===== src/rtl/rc4_pkg.sv =====
// Shared types and constants for the RC4 decryption datapath: sequencer states,
// S-memory port owner encoding and default sizing.
package rc4_pkg;

    localparam int KEY_W      = 24;
    localparam int ARM_CYCLES = 2;
    localparam int S_DEPTH    = 256;

    typedef enum logic [2:0] {
        ST_INIT_RUN  = 3'd0,
        ST_READY     = 3'd1,
        ST_INIT_ARM  = 3'd2,
        ST_KSA_ARM   = 3'd3,
        ST_KSA_RUN   = 3'd4,
        ST_PRGA_ARM  = 3'd5,
        ST_PRGA_RUN  = 3'd6,
        ST_DONE      = 3'd7
    } state_t;

    typedef enum logic [1:0] {
        PH_INIT = 2'd0,
        PH_KSA  = 2'd1,
        PH_PRGA = 2'd2,
        PH_NONE = 2'd3
    } phase_t;

    function automatic phase_t phase_of(input state_t s);
        case (s)
            ST_INIT_RUN, ST_INIT_ARM: phase_of = PH_INIT;
            ST_KSA_ARM,  ST_KSA_RUN:  phase_of = PH_KSA;
            ST_PRGA_ARM, ST_PRGA_RUN: phase_of = PH_PRGA;
            default:                  phase_of = PH_NONE;
        endcase
    endfunction

    function automatic logic is_arm(input state_t s);
        is_arm = (s == ST_INIT_ARM) || (s == ST_KSA_ARM) || (s == ST_PRGA_ARM);
    endfunction

endpackage


===== src/rtl/s_port_mux.sv =====
// Combinational 3:1 owner mux for the single-port S RAM; no owner drives zeros
// and writes can be suppressed through wren_gate.
module s_port_mux
    import rc4_pkg::*;
(
    input  phase_t     phase,
    input  logic       wren_gate,
    input  logic [7:0] init_addr,
    input  logic [7:0] init_data,
    input  logic       init_wren,
    input  logic [7:0] ksa_addr,
    input  logic [7:0] ksa_data,
    input  logic       ksa_wren,
    input  logic [7:0] prga_addr,
    input  logic [7:0] prga_data,
    input  logic       prga_wren,
    output logic [7:0] s_addr,
    output logic [7:0] s_data,
    output logic       s_wren
);

    logic owner_wren;

    always_comb begin
        s_addr     = 8'd0;
        s_data     = 8'd0;
        owner_wren = 1'b0;
        case (phase)
            PH_INIT: begin
                s_addr     = init_addr;
                s_data     = init_data;
                owner_wren = init_wren;
            end
            PH_KSA: begin
                s_addr     = ksa_addr;
                s_data     = ksa_data;
                owner_wren = ksa_wren;
            end
            PH_PRGA: begin
                s_addr     = prga_addr;
                s_data     = prga_data;
                owner_wren = prga_wren;
            end
            default: ;
        endcase
        s_wren = owner_wren & wren_gate;
    end

endmodule


===== src/rtl/rc4_phase_ctrl.sv =====
// RC4 phase sequencer: runs init -> KSA -> PRGA, owns the S RAM port, latches
// the key and issues loop restart pulses with a done-blanking arm window.
module rc4_phase_ctrl #(
    parameter int KEY_W      = rc4_pkg::KEY_W,
    parameter int ARM_CYCLES = rc4_pkg::ARM_CYCLES
) (
    input  logic             clk,
    input  logic             reset_n,
    input  logic             start,
    input  logic [KEY_W-1:0] key,
    output logic [KEY_W-1:0] key_out,
    output logic             init_start,
    output logic             ksa_start,
    output logic             prga_start,
    input  logic             init_done,
    input  logic             ksa_done,
    input  logic             prga_done,
    input  logic [7:0]       init_addr,
    input  logic [7:0]       ksa_addr,
    input  logic [7:0]       prga_addr,
    input  logic [7:0]       init_data,
    input  logic [7:0]       ksa_data,
    input  logic [7:0]       prga_data,
    input  logic             init_wren,
    input  logic             ksa_wren,
    input  logic             prga_wren,
    output logic [7:0]       s_addr,
    output logic [7:0]       s_data,
    output logic             s_wren,
    output logic [1:0]       phase,
    output logic             busy,
    output logic             done
);

    import rc4_pkg::*;

    localparam int CNT_W = $clog2(ARM_CYCLES + 2);

    state_t           state_q, state_d;
    logic [CNT_W-1:0] arm_cnt_q;
    logic             arm_expired;
    logic             arm_load;
    logic             s_fresh_q;
    logic             key_pending_q;
    logic [KEY_W-1:0] key_q;
    logic             init_start_q, ksa_start_q, prga_start_q;
    phase_t           phase_w;

    assign arm_expired = (arm_cnt_q <= CNT_W'(1));

    // start has priority over every done; arm_load marks entry into any ARM state
    always_comb begin
        state_d  = state_q;
        arm_load = 1'b0;
        if (start) begin
            arm_load = 1'b1;
            if ((state_q == ST_READY || state_q == ST_DONE) && s_fresh_q)
                state_d = ST_KSA_ARM;
            else
                state_d = ST_INIT_ARM;
        end else begin
            case (state_q)
                ST_INIT_RUN: begin
                    if (init_done) begin
                        if (key_pending_q) begin
                            state_d  = ST_KSA_ARM;
                            arm_load = 1'b1;
                        end else begin
                            state_d = ST_READY;
                        end
                    end
                end
                ST_INIT_ARM: if (arm_expired) state_d = ST_INIT_RUN;
                ST_KSA_ARM:  if (arm_expired) state_d = ST_KSA_RUN;
                ST_PRGA_ARM: if (arm_expired) state_d = ST_PRGA_RUN;
                ST_KSA_RUN: begin
                    if (ksa_done) begin
                        state_d  = ST_PRGA_ARM;
                        arm_load = 1'b1;
                    end
                end
                ST_PRGA_RUN: if (prga_done) state_d = ST_DONE;
                default: ;
            endcase
        end
    end

    always_ff @(posedge clk or negedge reset_n) begin
        if (!reset_n) begin
            state_q       <= ST_INIT_RUN;
            arm_cnt_q     <= '0;
            s_fresh_q     <= 1'b0;
            key_pending_q <= 1'b0;
            key_q         <= '0;
            init_start_q  <= 1'b0;
            ksa_start_q   <= 1'b0;
            prga_start_q  <= 1'b0;
        end else begin
            state_q      <= state_d;
            init_start_q <= arm_load && (state_d == ST_INIT_ARM);
            ksa_start_q  <= arm_load && (state_d == ST_KSA_ARM);
            prga_start_q <= arm_load && (state_d == ST_PRGA_ARM);
            if (arm_load)
                arm_cnt_q <= CNT_W'(ARM_CYCLES);
            else if (arm_cnt_q != '0)
                arm_cnt_q <= arm_cnt_q - CNT_W'(1);
            // a freshly initialised S is consumed by the next KSA; any re-arm invalidates it
            if (arm_load)
                s_fresh_q <= 1'b0;
            else if (state_q == ST_INIT_RUN && init_done)
                s_fresh_q <= 1'b1;
            if (arm_load)
                key_pending_q <= (state_d == ST_INIT_ARM);
            if (start)
                key_q <= key;
        end
    end

    assign phase_w    = phase_of(state_q);
    assign phase      = phase_w;
    assign busy       = (state_q != ST_READY) && (state_q != ST_DONE);
    assign done       = (state_q == ST_DONE);
    assign key_out    = key_q;
    assign init_start = init_start_q;
    assign ksa_start  = ksa_start_q;
    assign prga_start = prga_start_q;

    s_port_mux u_s_port_mux (
        .phase     (phase_w),
        .wren_gate (!is_arm(state_q)),
        .init_addr (init_addr),
        .init_data (init_data),
        .init_wren (init_wren),
        .ksa_addr  (ksa_addr),
        .ksa_data  (ksa_data),
        .ksa_wren  (ksa_wren),
        .prga_addr (prga_addr),
        .prga_data (prga_data),
        .prga_wren (prga_wren),
        .s_addr    (s_addr),
        .s_data    (s_data),
        .s_wren    (s_wren)
    );

endmodule


===== config.mk =====
export PLATFORM = sky130hd
export DESIGN_NAME = rc4_phase_ctrl
export DESIGN_NICKNAME = d
export VERILOG_FILES = /design/src/rtl/rc4_pkg.sv /design/src/rtl/s_port_mux.sv /design/src/rtl/rc4_phase_ctrl.sv
export SDC_FILE = /design/constraint.sdc
export NUM_CORES = 1
export LEC_CHECK = 0
export ABC_AREA = 0
export CAP_MARGIN = 5
export CORE_MARGIN = 1
export CORE_UTILIZATION = 33
export CTS_CLUSTER_DIAMETER = 40
export DETAILED_ROUTE_END_ITERATION = 8
export GPL_TIMING_DRIVEN = 0
export PLACE_DENSITY = 0.81
export SLEW_MARGIN = 30
export SYNTH_ARGS = -nofsm -noshare
export SYNTH_HDL_FRONTEND = slang
export SYNTH_SLANG_ARGS = --single-unit

===== constraint.sdc =====
create_clock -name clk -period 1.8 [get_ports clk]
set_clock_uncertainty 0.1 [all_clocks]
set_input_delay 0.54 -clock clk [delete_from_list [all_inputs] [get_ports clk]]
set_output_delay 0.54 -clock clk [all_outputs]
set_load 0.05 [all_outputs]

# Word level (Yosys, flattened, before mapping)
# Index checks and enable logic that the tools add are counted.
# Widths: inputs -> output; s select.
[word_totals]
input_bits = 81
reg_bits = 34
[classes]
add_sub_neg = 1
eq_ne = 14
muxes = 23
magnitude_cmp = 1
n_reduce_logical = 18
bitwise = 1
[ops]
columns = ["op", "count"]
rows = [
  ["$pmux 8 s3", 2],
  ["$mux 3", 7],
  ["$pmux 3 s6", 1],
  ["$eq 3x3->1 const B", 5],
  ["$eq 3x2->1 const B", 4],
  ["$mux 1", 7],
  ["$logic_and 1x1->1", 6],
  ["$mux 2", 3],
  ["$pmux 2 s3", 1],
  ["$reduce_bool 2->1", 3],
  ["$reduce_or 2->1", 3],
  ["$eq 3x1->1 const B", 1],
  ["$logic_not 3->1", 1],
  ["$logic_or 1x1->1", 3],
  ["$ne 3x1->1 const B", 1],
  ["$ne 3x3->1 const B", 1],
  ["$pmux 1 s3", 1],
  ["$eq 2x1->1 const B", 1],
  ["$eq 2x2->1 const B", 1],
  ["$le 2x1->1 const B", 1],
  ["$logic_not 2->1", 1],
  ["$pmux 1 s2", 1],
  ["$sub 2x1->2 const B", 1],
  ["$and 1x1->1", 1],
  ["$logic_not 1->1", 1],
]

# Logic depth before layout (Yosys ltp)
# Gate-level depths: netlist (run 1).
[depth]
ltp_word = 7
mapped_depth = 6
mapped_depth_nobuf = 5

# Cells and area by module
# From an unflattened synthesis (run 1), not the netlist that was laid out.
[hier_totals]
hier_cells = 164
area_unflattened_um2 = 1923.1
[modules_own_cells]
columns = ["module", "instances", "cells_each", "area_each_um2"]
rows = [
  ["rc4_phase_ctrl", 1, 105, 1447.6],
  ["s_port_mux", 1, 59, 475.5],
]

# Worst setup path after synthesis (run 1)
# No wires, ideal clock.
[synth_path]
path_type = "register to output"
start = "register state_q[1]"
end = "output phase[1]"
path_stages_with_launch = 4
path_slack_ns = -0.653
n_path_buf = 2
t_arrival_ns = 1.813
t_required_ns = 1.160
cell_sequence = "dfrtp_1 -> buf_6 -> buf_2 -> o21ai_0"
[synth_between]
elab_chain_len = 3
[synth_rtl]
columns = ["item", "line_no", "text"]
rows = [
  ["start: declaration", "rc4_phase_ctrl.sv:39", "state_t state_q, state_d;"],
  ["start signal: assignment", "rc4_phase_ctrl.sv:99", "state_q <= state_d;"],
  ["$eq 3x3->1 (tied with other cells)", "rc4_pkg.sv:28", "case (s)"],
  ["$reduce_or 2->1", "rc4_pkg.sv:28", ""],
  ["$pmux 2 s3 (*)", "rc4_pkg.sv:28", ""],
  ["end: declaration", "rc4_phase_ctrl.sv:30", "output logic [1:0] phase,"],
]
# Mark *: on every way between the ends. The rest lies on a longest branch, timed or not.

# Worst setup path after layout (run 1)
[layout_path]
start = "register state_q[0]"
end = "output s_data[3]"
[layout_between]
elab_chain_len = 5
[layout_rtl]
columns = ["item", "line_no", "text"]
rows = [
  ["$eq 3x3->1 (tied with other cells)", "rc4_pkg.sv:28", ""],
  ["$reduce_or 2->1", "rc4_pkg.sv:28", ""],
  ["$pmux 2 s3 (*)", "rc4_pkg.sv:28", ""],
  ["$eq 2x2->1 (tied with other cells)", "s_port_mux.sv:28", "case (phase)"],
  ["$pmux 8 s3 (*)", "s_port_mux.sv:28", ""],
  ["end: declaration", "rc4_phase_ctrl.sv:28", "output logic [7:0] s_data,"],
]
# Marked as above.

==> qor.yml, run 1 <==
finish:
  antenna_cells: 0
  multi_input_area_um2: 1730
  area_growth_pct: 118
  fin_area_um2: 4500
  fill_cells: 353
  drive_above_1_share_pct: 54.4
  final_nets: 422
  seq_area_um2: 852
critical_path:
  crit_family: "flip-flops"
  end_kind: "output pin"
  arrival_ns: 1.68
  cp_max_fo: 5
  startpoint_type: "register"
  crit_chain: "buf_6 -> buf_8 -> mux2i_4 -> a2bb2oi_4 -> a21oi_4 -> buf_6"
  cp_common_cell: "buf_6"
  crit_type: "reg -> out"
  max_stage_delay_ns: 0.45
  path_buf_inv: 3
  cpMaxStageDelayCell: "dfrtp_2"
  crit_required_ns: 1.16
sta:
  worst_slew_pin_slew_ns: 0.524
  fmax_mhz: 432
  period_share_pct: 129
  rsz0062_at_grt: "yes"
  final_hold_viol_count: 0
  relSlewSlack_pct: 65.2
  tns_ns: -9.34
  fin_ws_ns: -0.516
  period_minus_slack_ns: 2.32
  setup_violations: 21
  maxSlewViolCount: 0
drt:
  drc: 0
  vias: 2192
  drtAntennaViolNets: 0
  firstDrtPassIters: 4
  vias_per_cell: 5.28
  avgRoutedWirePerCell_um: 18.5
  wirelength_mm: 7.68
  drtIter0Drc: 51
global_route:
  grt_start_max_net_pins: 29
  overflow: 0
  antenna_found_initial: 0
  grt_pass1_vias: 2375
  grt_pass1_wl_mm: 11.7
  grt_use_total_pct: 23.6
floorplan:
  ios: 129
  die_height_um: 81.1
  die_width_um: 81.1
  start_util_pct: 34.5
  fp.coreArea_um2: 5990
  fp-row-count: 28
  die_area_um2: 6580
place:
  io_buffers: 127
  place_ws_ns: -1.11
  gp_congestion: 0.717
  hpwl_mm: 4.90
  place_area_um2: 3850
yosys:
  synthSimpleGateAreaFrac_pct: 6.11
  synthDistinctLibCells: 34
  netlist_area_um2: 2070
  synth_warnings: 0
  synth_top_family_by_area: "compound AO/OA/AOI/OAI gates"
  avgSynthCellArea_um2: 11.2
  synth_edf_count: 0
  synth_nets: 268
  synth_top_flop_cell: "dfrtp_1"
  synth_common_cells: "dfrtp_1, mux2_2, a21oi_1"
  synthCells: 185
  synth_fa_ha_area_share_pct: 1.21
  synth_area_leaders: "dfrtp_1, mux2_2, mux2i_1"
  synth_top_area_share_pct: 41.2
  synth_area_leader_cell: "dfrtp_1"
  seq_area_frac_synth_pct: 41.2
  ys_async_sr_fraction_pct: 100
  muxShareOfSynthArea_pct: 21.9
  synth.most_common_cell: "dfrtp_1"
  synth_compound_area_share_pct: 22.1
  yosys.area_share.xor_xnor_pct: 1.27
  synth_seq_cells: 34
clock_network:
  clockRootBuffer: "clkbuf_8"
  clk_pin_slew_worst_paths_ns: 0.07
  cts_tree: "built"
  clockBufferDepth: 2
  cts_sinks: 34
  cts_made_buffers: 5
  clk_latency_ns: 0.28
  htreeDepth: 2
power_and_ir_drop:
  power_per_cell_area_nw_per_um2: 960
  peakVddDrop_mv: 0.613
  p_leak_uw: 0.00179
hold_path:
  hold_path_class: "reg -> reg"
run_status:
  status: "complete, but fails checks"
  violations: "setup timing"
flow_run:
  cap_viol_max_count: 0
final timing paths:
kind	from	end	slack (ns)	cells past startpoint
max	state_q[0]$_DFF_PN0_	s_data[3]	-0.52	6
min	key_out[15]$_DFFE_PN0P_	key_out[15]$_DFFE_PN0P_	0.41	1
max reg2reg	state_q[0]$_DFF_PN0_	key_pending_q$_DFFE_PN0P_	0.21	5
min reg2reg	key_out[15]$_DFFE_PN0P_	key_out[15]$_DFFE_PN0P_	0.41	1
max in group asynchronous	reset_n	state_q[0]$_DFF_PN0_	0.67	3
min in group asynchronous	reset_n	key_out[16]$_DFFE_PN0P_	0.53	2
placed cells by master (no fill, tap or decap), types with 3 or more instances in the layout:
master / Yosys / routed
a221oi_2: 1 / 3
buf_8: 0 / 9
clkdlybuf4s50_1: 0 / 74
clkdlybuf4s15_1: 0 / 4
clkbuf_2: 0 / 20
clkbuf_8: 0 / 6
buf_4: 2 / 11
mux2i_1: 16 / 12
buf_12: 0 / 5
buf_16: 0 / 3
a21oi_1: 19 / 3
mux2_2: 26 / 25
dfrtp_1: 34 / 33
inv_1: 3 / 3
a221oi_4: 0 / 14
a21oi_4: 0 / 16
dlygate4sd2_1: 0 / 4
mux2i_2: 0 / 3
buf_2: 10 / 4
a2bb2oi_2: 0 / 15
buf_6: 3 / 25
nor2_1: 5 / 3
through the flow:
step / cells / hold WS, ns / utilization (%) / total power [uW]
2_1_floorplan: 185 / 0.144 / - / 2430
3_3_place_gp: 387 / 0.375 / 64.0 / 3040
3_5_place_dp: 388 / 0.289 / 64.2 / 3080
4_1_cts: 415 / 0.407 / 75.6 / 4260
5_1_grt: 415 / 0.411 / 75.2 / 4510
6_report: 415 / 0.408 / 75.2 / 4330
timing repair:
item,in CTS,in global routing
endpoints found under the hold margin,6,0
pin swaps,11,8
buffers inserted,15,1
resized for setup,267,41
hold buffers,1,0
endpoints found under the setup margin,48,42
gates cloned,4,0
cell type report:
cell class,instances,share of cell area (%)
Tap cell,75,2.08
Timing Repair Buffer,149,33.4
Sequential cell,34,18.9
Clock inverter,2,0.278
Buffer,17,4.58
Multi-Input combinational cell,128,38.4
Clock buffer,6,1.83
Inverter,4,0.444
state kept, by name (all words and copies together), names as in the netlist:
register       count
key_out           24
state_q            3
arm_cnt_q          2
init_start         1
key_pending_q      1
ksa_start          1
prga_start         1
s_fresh_q          1
per-layer routing:
layer	global-route usage, %	part of all wire [%]	vias to the layer above	routed length [um]
met4	4.64	1.0	0	77
met1	27.3	38	1076	2920
met2	43.4	55	78	4240
li1	-	-	1028	-
met3	6.18	5.7	10	441
met5	0	0	-	0
where the power goes:
| group | switching, uW | internal [uW] |
|---|---|---|
| logic | 1450 | 1370 |
| registers | 62.5 | 859 |
| clock network | 270 | 307 |
| total | 1790 | 2540 |
logic make-up after synthesis:
group	Yosys count
buffers and inverters	23
AO/OA/AOI/OAI	61
AND/OR/NAND/NOR	20
adder cells (fa/ha/maj)	2
multiplexers	42
XOR/XNOR	3
flip-flops	34
(Power assumes the default switching activity.)
==> inputs of run 2 (changes only) <==
--- a/config.mk
+++ b/config.mk
@@ -10,6 +10,7 @@
 export CORE_MARGIN = 1
 export CORE_UTILIZATION = 33
 export CTS_CLUSTER_DIAMETER = 40
+export CTS_CLUSTER_SIZE = 16
 export DETAILED_ROUTE_END_ITERATION = 8
 export GPL_TIMING_DRIVEN = 0
 export PLACE_DENSITY = 0.81
==> results of run 2 <==
The final DEF is identical to that of run 1; final timing and power are the same.
==> inputs of run 3 (changes only) <==
--- a/config.mk
+++ b/config.mk
@@ -8,12 +8,12 @@
 export ABC_AREA = 0
 export CAP_MARGIN = 5
 export CORE_MARGIN = 1
-export CORE_UTILIZATION = 33
+export CORE_UTILIZATION = 37
 export CTS_CLUSTER_DIAMETER = 40
-export CTS_CLUSTER_SIZE = 16
+export CTS_CLUSTER_SIZE = 12
 export DETAILED_ROUTE_END_ITERATION = 8
 export GPL_TIMING_DRIVEN = 0
-export PLACE_DENSITY = 0.81
+export PLACE_DENSITY = 0.86
 export SLEW_MARGIN = 30
 export SYNTH_ARGS = -nofsm -noshare
 export SYNTH_HDL_FRONTEND = slang
==> constraint.sdc (replaced) <==
create_clock -name clk -period 2.44 [get_ports clk]
set_clock_uncertainty 0.1 [all_clocks]
set_input_delay 0.732 -clock clk [delete_from_list [all_inputs] [get_ports clk]]
set_output_delay 0.732 -clock clk [all_outputs]
set_load 0.05 [all_outputs]
==> run 3 against run 2 <==
  * The flow still finishes with violations (setup timing)
  * Power decreased by 31%
  * Core utilization increased by 3.4 points
  * Sequential share of layout area increased by 1.7 points
  * Via count increased by 1.0%
  * Critical path depth unchanged
  * Register-to-register slack improved by 0.62 ns
  * Cell count decreased by 2.9%
==> qor.yml, run 3 (synthesis gave the netlist of run 1 again) <==
run_status:
  status: "complete, but fails checks"
  violations: "setup timing"
finish:
  drive_above_1_share_pct: 42.3
  fin_area_um2: 4120
  final_nets: 415
  seq_area_um2: 851
  largest_register_ffs: 24
  antenna_cells: 0
  multi_input_area_um2: 1490
  fill_cells: 324
  area_growth_pct: 99.2
  fin_cells: 403
  final_common_cell: "clkdlybuf4s50_1"
  finish.utilization_pct: 78.6
  final_cell_mix: "clkdlybuf4s50_1, dlygate4sd2_1, dfrtp_1"
global_route:
  grt_use_total_pct: 25.2
  overflow: 0
  antenna_found_initial: 0
  grt_pass1_wl_mm: 11.6
  grt_pass1_vias: 2360
  grt_start_max_net_pins: 20
critical_path:
  cpMaxStageDelayCell: "dfrtp_1"
  crit_type: "reg -> out"
  cp_common_cell: "buf_6"
  startpoint_type: "register"
  reg2reg_setup_slack_ns: 0.83
  max_stage_delay_ns: 0.35
  end_kind: "output pin"
  path_buf_inv: 3
  arrival_ns: 1.66
  crit_chain: "buf_6 -> buf_6 -> mux2i_1 -> a2bb2oi_2 -> a21oi_2 -> buf_6"
  worstSetupPathDepth: 6
  cp_max_fo: 10
  regToRegStartpoint: "state_q[1]$_DFF_PN0_"
  crit_end: "s_data[3]"
  crit_required_ns: 1.61
  startpoint: "state_q[0]$_DFF_PN0_"
  crit_family: "buffers and inverters"
  r2r_cells: 6
  r2r-end: "state_q[0]$_DFF_PN0_"
floorplan:
  start_util_pct: 39.5
  die_width_um: 76.7
  die_area_um2: 5890
  fp-row-count: 26
  fp.coreArea_um2: 5240
  ios: 129
  die_height_um: 76.7
power_and_ir_drop:
  peakVddDrop_mv: 0.489
  power_per_cell_area_nw_per_um2: 721
  p_leak_uw: 0.00168
sta:
  final_hold_viol_count: 0
  fin_ws_ns: -0.0547
  tns_ns: -0.223
  maxSlewViolCount: 0
  setup_violations: 13
  relSlewSlack_pct: 63.6
  fmax_mhz: 401
  worst_slew_pin_slew_ns: 0.545
  period_share_pct: 102
  rsz0062_at_grt: "yes"
  period_minus_slack_ns: 2.49
place:
  gp_congestion: 0.767
  hpwl_mm: 4.97
  place_ws_ns: -0.791
  place_area_um2: 3510
  placedCellCount: 383
  io_buffers: 127
drt:
  drtAntennaViolNets: 0
  drc: 0
  avgRoutedWirePerCell_um: 19.8
  wirelength_mm: 7.98
  vias: 2215
  drtIter0Drc: 75
  firstDrtPassIters: 4
  vias_per_cell: 5.50
flow_run:
  cap_viol_max_count: 0
clock_network:
  ctsHoldBuffers: 0
  cts_tree: "built"
  cts_sinks: 34
  clockBufferDepth: 2
  clk_pin_slew_worst_paths_ns: 0.07
  htreeDepth: 2
  clk_latency_ns: 0.28
  clockRootBuffer: "clkbuf_8"
  cts_made_buffers: 5
hold_path:
  hold_path_class: "in -> async"
-- run 3: power breakdown --
part / switching (uW) / internal (uW)
clock network: 193 / 305
logic: 962 / 828
registers: 45.9 / 634
-- run 3: worst min-delay path by stage --
stage / startpoint / end / slack [ns] / cells after the start
3_3_place_gp: s_fresh_q$_DFFE_PN0P_ / s_fresh_q$_DFFE_PN0P_ / 0.37 / 1
3_5_place_dp: key_out[13]$_DFFE_PN0P_ / key_out[13]$_DFFE_PN0P_ / 0.40 / 1
4_1_cts: reset_n / key_out[23]$_DFFE_PN0P_ / 0.27 / 1
6_report: reset_n / key_out[23]$_DFFE_PN0P_ / 0.27 / 1
2_1_floorplan: reset_n / arm_cnt_q[0]$_DFFE_PN0P_ / 0.34 / 0
5_1_grt: reset_n / key_out[18]$_DFFE_PN0P_ / 0.29 / 1
-- run 3: worst reg2reg max path, delay by kind of cell (launching register included) --
family | cells | cell delay (ns)
and+or+nand+nor | 1 | 0.44
AOI/OAI and AO/OA | 2 | 0.19
DFF | 1 | 0.38
buffers and inverters | 3 | 0.37
-- run 3: final cells by class --
cell class	count	area share, %
inverters	4	0.486
multi-input cells	128	36.1
clock buffers	7	1.85
plain buffers	18	4.59
well taps	70	2.13
clock inverters	1	0.729
repair buffers	141	33.4
flip-flops and latches	34	20.7
-- run 3: what timing repair did --
item / 4_1_cts / 5_1_grt
resized for setup: 238 / 34
buffers inserted: 10 / 2
hold endpoints to repair: 0 / 0
gates cloned: 1 / 0
pin swaps: 28 / 7
endpoints found under the setup margin: 21 / 20
-- run 3: per-stage QoR --
step / hold WS [ns] / power [uW]
6_report: 0.267 / 2970
4_1_cts: 0.275 / 2810
3_5_place_dp: 0.395 / 2080
5_1_grt: 0.294 / 3090
2_1_floorplan: 0.336 / 1610
3_3_place_gp: 0.374 / 2040
-- run 3: layer usage --
layer  vias up  global-route usage [%]  part of all wire (%)
met3        22                    6.43                   4.2
met2        88                    47.5                    55
li1       1010                       -                     -
met5         -                       0                     0
met4         0                    9.62                   3.4
met1      1095                    26.5                    37
==> RTL edit 1: new RTL, config.mk and constraints of run 3 <==
The output `prga_start` loses its register stage (`prga_start_q` becomes a continuous assignment).
--- a/src/rtl/rc4_phase_ctrl.sv
+++ b/src/rtl/rc4_phase_ctrl.sv
@@ -94,12 +94,10 @@
             key_q         <= '0;
             init_start_q  <= 1'b0;
             ksa_start_q   <= 1'b0;
-            prga_start_q  <= 1'b0;
         end else begin
             state_q      <= state_d;
             init_start_q <= arm_load && (state_d == ST_INIT_ARM);
             ksa_start_q  <= arm_load && (state_d == ST_KSA_ARM);
-            prga_start_q <= arm_load && (state_d == ST_PRGA_ARM);
             if (arm_load)
                 arm_cnt_q <= CNT_W'(ARM_CYCLES);
             else if (arm_cnt_q != '0)
@@ -115,6 +113,8 @@
                 key_q <= key;
         end
     end
+
+    assign prga_start_q = arm_load && (state_d == ST_PRGA_ARM);
 
     assign phase_w    = phase_of(state_q);
     assign phase      = phase_w;
Function: changed (a bounded check fails within 10 cycles, from zero or initial values and one cycle with reset_n low).
==> RTL edit 1 against run 3 <==
The run still ends with negative setup slack left. Synthesized area shrank 1.2%. First-iteration DRC count is 29% higher. Sequential cell count fell by 1. Worst hold slack worse by 0.082 ns. Worst setup slack lost 0.068 ns. Routed wire length decreased by 9.8%. Power decreased by 0.20%. Largest cell class unchanged. Global-route usage down 0.33 points. Via count decreased by 1.2%. Cell area fell by 0.33%.
==> RTL edit 1: results (changes against run 3) <==
| Metric | Value |
|---|---|
| Final weighted congestion in routability-driven placement | 0.765 (-0.27%) |
| Clock latency reported for the late side of the worst-skew pair | 0.28 ns (about the same) |
| Worst setup slack before clock tree synthesis | -0.991 ns (-0.199 ns) |
| P_leak | 1.68 nW (about the same) |
| Arrival time of the worst setup path | 1.73 ns (+0.07 ns) |
| Final number of setup-violating endpoints | 18 (+5) |
| Maximum number of pins on one net before global-route repair | 28 (+40%) |
| Max reg flops | 24 (unchanged) |
| DR vias/cell | 5.44 (-0.97%) |
| Post-synthesis average cell area | 11.1 µm² (-0.67%) |
| Via count of the first global-routing pass | 2413 (+2.2%) |
| PnR worst setup slack | -0.122 ns (-0.0677 ns) |
| Max VDD drop | 524 µV (+7.1%) |
| Most instantiated cells after synthesis | 33 x sky130_fd_sc_hd__dfrtp_1, 26 x sky130_fd_sc_hd__mux2_2, 19 x sky130_fd_sc_hd__a21oi_1 |
| Estimated wirelength of the detail-placed design | 4.70 mm (-5.3%) |
| Part of the Yosys area used for sequential elements | 40.4% (-0.72 points) |
| Number of clock buffers inserted by TritonCTS | 5 (unchanged) |
| Violated checks | negative setup slack |
| Largest fanout of any net on the critical path | 3 (-7) |
| Outcome | finished, violations left |
| Leading post-synthesis cells by cell area | sky130_fd_sc_hd__dfrtp_1 40%, sky130_fd_sc_hd__mux2_2 14%, sky130_fd_sc_hd__mux2i_1 7.8%, sky130_fd_sc_hd__a221oi_1 6.9%, sky130_fd_sc_hd__a2bb2oi_1 6.9% |
| Initial detailed-routing violation count | 97 (+29%) |
| Layout net count | 414 (-0.24%) |
| Synthesized net count | 267 (-0.37%) |
| Final WL | 7.20 mm (-9.8%) |
| Clock Root Buffer | sky130_fd_sc_hd__clkbuf_8 |
| Slew headroom | 64.3% (+0.72 points) |
| Area of placed instances | 3480 µm² (-0.78%) |
| Overall fraction of global-route tracks in use | 24.9% (-0.33 points) |
| Post-Place Cells | 382 (-0.26%) |
| First-pass GRT wire length | 11.7 mm (+0.54%) |
[RTL edit 1: cell types whose count changed after synthesis]
cell / run 3 / this run
sky130_fd_sc_hd__dfrtp_1: 34 / 33
[RTL edit 1: repair_timing]
item,in CTS,in global routing
pin swaps,32,3
gates cloned,2,0
buffers inserted,10,1
resized for setup,263,19
setup endpoints to repair,22,22
[RTL edit 1: final timing paths]
path                                  startpoint                         to  slack (ns)  depth (start not counted)
max                         state_q[1]$_DFF_PN0_                 prga_start       -0.12                          6
min reg2reg                s_fresh_q$_DFFE_PN0P_      s_fresh_q$_DFFE_PN0P_        0.40                          1
max in group asynchronous                reset_n       state_q[1]$_DFF_PN0_        1.67                          2
min                                      reset_n    key_out[22]$_DFFE_PN0P_        0.18                          1
min in group clk           s_fresh_q$_DFFE_PN0P_      s_fresh_q$_DFFE_PN0P_        0.40                          1
max reg2reg                 state_q[1]$_DFF_PN0_  key_pending_q$_DFFE_PN0P_        0.78                          6
[RTL edit 1: cell families after synthesis]
logic type / after synthesis / synth area share, %
XOR/XNOR: 3 / 1.29
multiplexers: 42 / 22.2
AO/OA/AOI/OAI: 61 / 22.4
buffers and inverters: 23 / 6.31
AND/OR/NAND/NOR: 20 / 6.19
adder cells (fa/ha/maj): 2 / 1.23
flip-flops: 33 / 40.4
[RTL edit 1: layout make-up]
class,instances,area [µm²]
multi-input combinational,128,1480
timing repair buffer,141,1390
clock buffer,7,86.3
fill,298,1100
tap,70,87.6
buffer,18,186
clock inverter,1,30.0
sequential,33,826
inverter,4,20.0
[RTL edit 1: stage by stage]
| stage | TNS, ns | hold WS [ns] | util [%] |
|---|---|---|---|
| after floorplan | -0.166 | 0.336 | - |
| after global placement | -18.45 | 0.374 | 66.6 |
| after detailed placement | -15.28 | 0.386 | 66.9 |
| after CTS | -0.114 | 0.178 | 77.0 |
| after global routing | -2.61 | 0.188 | 78.8 |
| final | -1.15 | 0.185 | 78.8 |
[RTL edit 1: layer usage]
layer  up-vias  share of wire, %  track usage [%]
li1       1008                 -                -
met3        18               4.6             5.63
met4         0               2.5             8.85
met2        86                53             45.9
met1      1076                40             27.8
met5         -                 0                0
[RTL edit 1: critical path: stages (launching register included)]
cell,delay [ns]
sky130_fd_sc_hd__dfrtp_1,0.40
sky130_fd_sc_hd__buf_6,0.13
sky130_fd_sc_hd__buf_6,0.11
sky130_fd_sc_hd__nor4b_4,0.34
sky130_fd_sc_hd__a221oi_4,0.13
sky130_fd_sc_hd__nor3_2,0.16
sky130_fd_sc_hd__buf_6,0.19
[RTL edit 1: report_power, final]
part / leakage, nW / internal, W / total [W] / switching (W)
registers: 0.390 / 0.000617 / 0.000660 / 0.0000429
clock network: 0.0585 / 0.000333 / 0.000518 / 0.000186
logic: 1.23 / 0.000843 / 0.00178 / 0.000941
==> RTL edit 2: new RTL, settings of run 3 <==
Without the edit above. `ARM_CYCLES`: 2 -> 8.
--- a/src/rtl/rc4_pkg.sv
+++ b/src/rtl/rc4_pkg.sv
@@ -3,7 +3,7 @@
 package rc4_pkg;
 
     localparam int KEY_W      = 24;
-    localparam int ARM_CYCLES = 2;
+    localparam int ARM_CYCLES = 8;
     localparam int S_DEPTH    = 256;
 
     typedef enum logic [2:0] {
Behaviour: not the same (a bounded check fails within 4 cycles, from zero or initial values and one cycle with reset_n low).
==> RTL edit 2 against run 3 <==
Cell area is 6.7% lower. Synthesized area is 6.1% higher. Sequential cell count is 2 higher. The flow still finishes with violations (negative setup slack). Highest routed layer unchanged. Power is 7.3% lower. Critical path depth is 2 lower. Worst setup slack worse by 0.098 ns. Routed wire length is 13% lower.
==> RTL edit 2: results (changes against run 3) <==
| Metric | Value |
|---|---|
| Outcome | finished, violations left |
| Violated checks | negative setup slack |
| Leading post-synthesis cells by cell area | sky130_fd_sc_hd__dfrtp_1 41%, sky130_fd_sc_hd__mux2_2 12%, sky130_fd_sc_hd__mux2i_1 8.2%, sky130_fd_sc_hd__a221o_1 7.3%, sky130_fd_sc_hd__a22o_1 6.4% |
| Part of the Yosys area used for sequential elements | 41.1% (-0.090 points) |
| P_leak | 1.67 nW (-0.78%) |
| Final WL | 6.98 mm (-13%) |
| Portion of the layout cell area used by non-clock buffers | 40.4% (+2.4 points) |
| Global routing usage on met1 | 24.9% (-1.6 points) |
| First-pass GRT wire length | 11.0 mm (-5.4%) |
| # clk buffers | 6 (-1) |
| Maximum number of pins on one net before global-route repair | 22 (+10%) |
| Number of cells traversed by the worst register-to-register path | 5 (-1) |
| Layout net count | 430 (+3.6%) |
| Most instantiated cells after synthesis | 36 x sky130_fd_sc_hd__dfrtp_1, 24 x sky130_fd_sc_hd__mux2_2, 24 x sky130_fd_sc_hd__nor2_1, 18 x sky130_fd_sc_hd__mux2i_1 |
| Via count of the first global-routing pass | 2343 (-0.72%) |
| Comb_multi_in | 141 (+10%) |
| Estimated wirelength of the detail-placed design | 5.00 mm (+0.62%) |
| Area of all placed cells without fillers | 3840 µm² (-6.7%) |
| Clock Network Area Fraction | 2.02% (-0.56 points) |
| Sum of negative setup slack | -1.38 ns (-1.16 ns) |
| PnR worst setup slack | -0.153 ns (-0.0984 ns) |
| Reg-to-reg slack, setup | 0.75 ns (-0.08 ns) |
| Met2 layer usage reported by global route | 39.7% (-7.8 points) |
| Area of placed instances | 3590 µm² (+2.2%) |
| Non-clock buffer count in the final layout | 157 (-1.3%) |
| Max VDD drop | 480 µV (-1.9%) |
| Share of final-layout standard cells stronger than drive strength 1 | 27.7% (-15 points) |
| Critical path's top delay family | compound AO/OA/AOI/OAI gates |
| Slowest-stage cell, CP | sky130_fd_sc_hd__a221o_1 |
| Largest fanout of any net on the critical path | 2 (-8) |
| Reg2Reg Launch Point | arm_cnt_q[0]$_DFFE_PN0P_ |
| Overall fraction of global-route tracks in use | 22.6% (-2.6 points) |
| Arrival time of the worst setup path | 1.76 ns (+0.10 ns) |
| Inverters | 5 (+1) |
| Initial detailed-routing violation count | 67 (-11%) |
| Synthesized net count | 283 (+5.6%) |
| Unique cell type count in the Yosys netlist | 35 (+2.9%) |
| Fillers | 434 (+34%) |
| Post-synthesis register bit count | 36 (+5.9%) |
| GR Util met3 | 7.47% (+1.0 points) |
| DR vias/cell | 5.39 (-1.9%) |
| Sequential share of cell area | 23.5% (+2.8 points) |
| Met2 routed WL | 3.28 mm (-26%) |
| Taps Inserted | 72 (+2.9%) |
| Final number of setup-violating endpoints | 16 (+3) |
| Post-Place Cells | 399 (+4.2%) |
| Worst setup slack before clock tree synthesis | -0.800 ns (-0.00832 ns) |
-- RTL edit 2: cell families after synthesis --
logic type | synth area share (%)
AO/OA/AOI/OAI | 19.3
AND/OR/NAND/NOR | 10.4
multiplexers | 20.5
flip-flops | 41.1
buffers and inverters | 5.76
XOR/XNOR | 1.20
adder cells (fa/ha/maj) | 1.71
-- RTL edit 2: worst register-to-register path, cell delays in order (launching register included) --
cell and delay [ns]:
sky130_fd_sc_hd__dfrtp_1 0.40, sky130_fd_sc_hd__inv_1 0.12, sky130_fd_sc_hd__ha_1 0.17, sky130_fd_sc_hd__or3b_2 0.50, sky130_fd_sc_hd__xnor2_1 0.14, sky130_fd_sc_hd__and2_1 0.15
-- RTL edit 2: report_power, final --
group          internal, W  total (W)  switching, W
Clock             0.000194   0.000393      0.000199
Combinational     0.000719    0.00161      0.000892
Sequential        0.000688   0.000748     0.0000605
Total              0.00160    0.00275       0.00115
-- RTL edit 2: what timing repair did --
action,in CTS,in global routing
resized for setup,200,15
buffers inserted,8,5
gates cloned,2,0
pin swaps,27,18
endpoints found under the setup margin,21,19
-- RTL edit 2: worst max-delay path by stage --
stage                          from         to  slack (ns)  cells after the start
2_1_floorplan  state_q[0]$_DFF_PN0_  s_addr[4]        0.05                      4
3_3_place_gp           prga_data[7]  s_data[7]       -0.78                      4
3_5_place_dp           prga_data[7]  s_data[7]       -0.80                      4
4_1_cts        state_q[2]$_DFF_PN0_  s_data[7]       -0.14                      5
5_1_grt        state_q[0]$_DFF_PN0_  s_addr[7]       -0.19                      6
6_report               prga_data[7]  s_data[7]       -0.15                      4
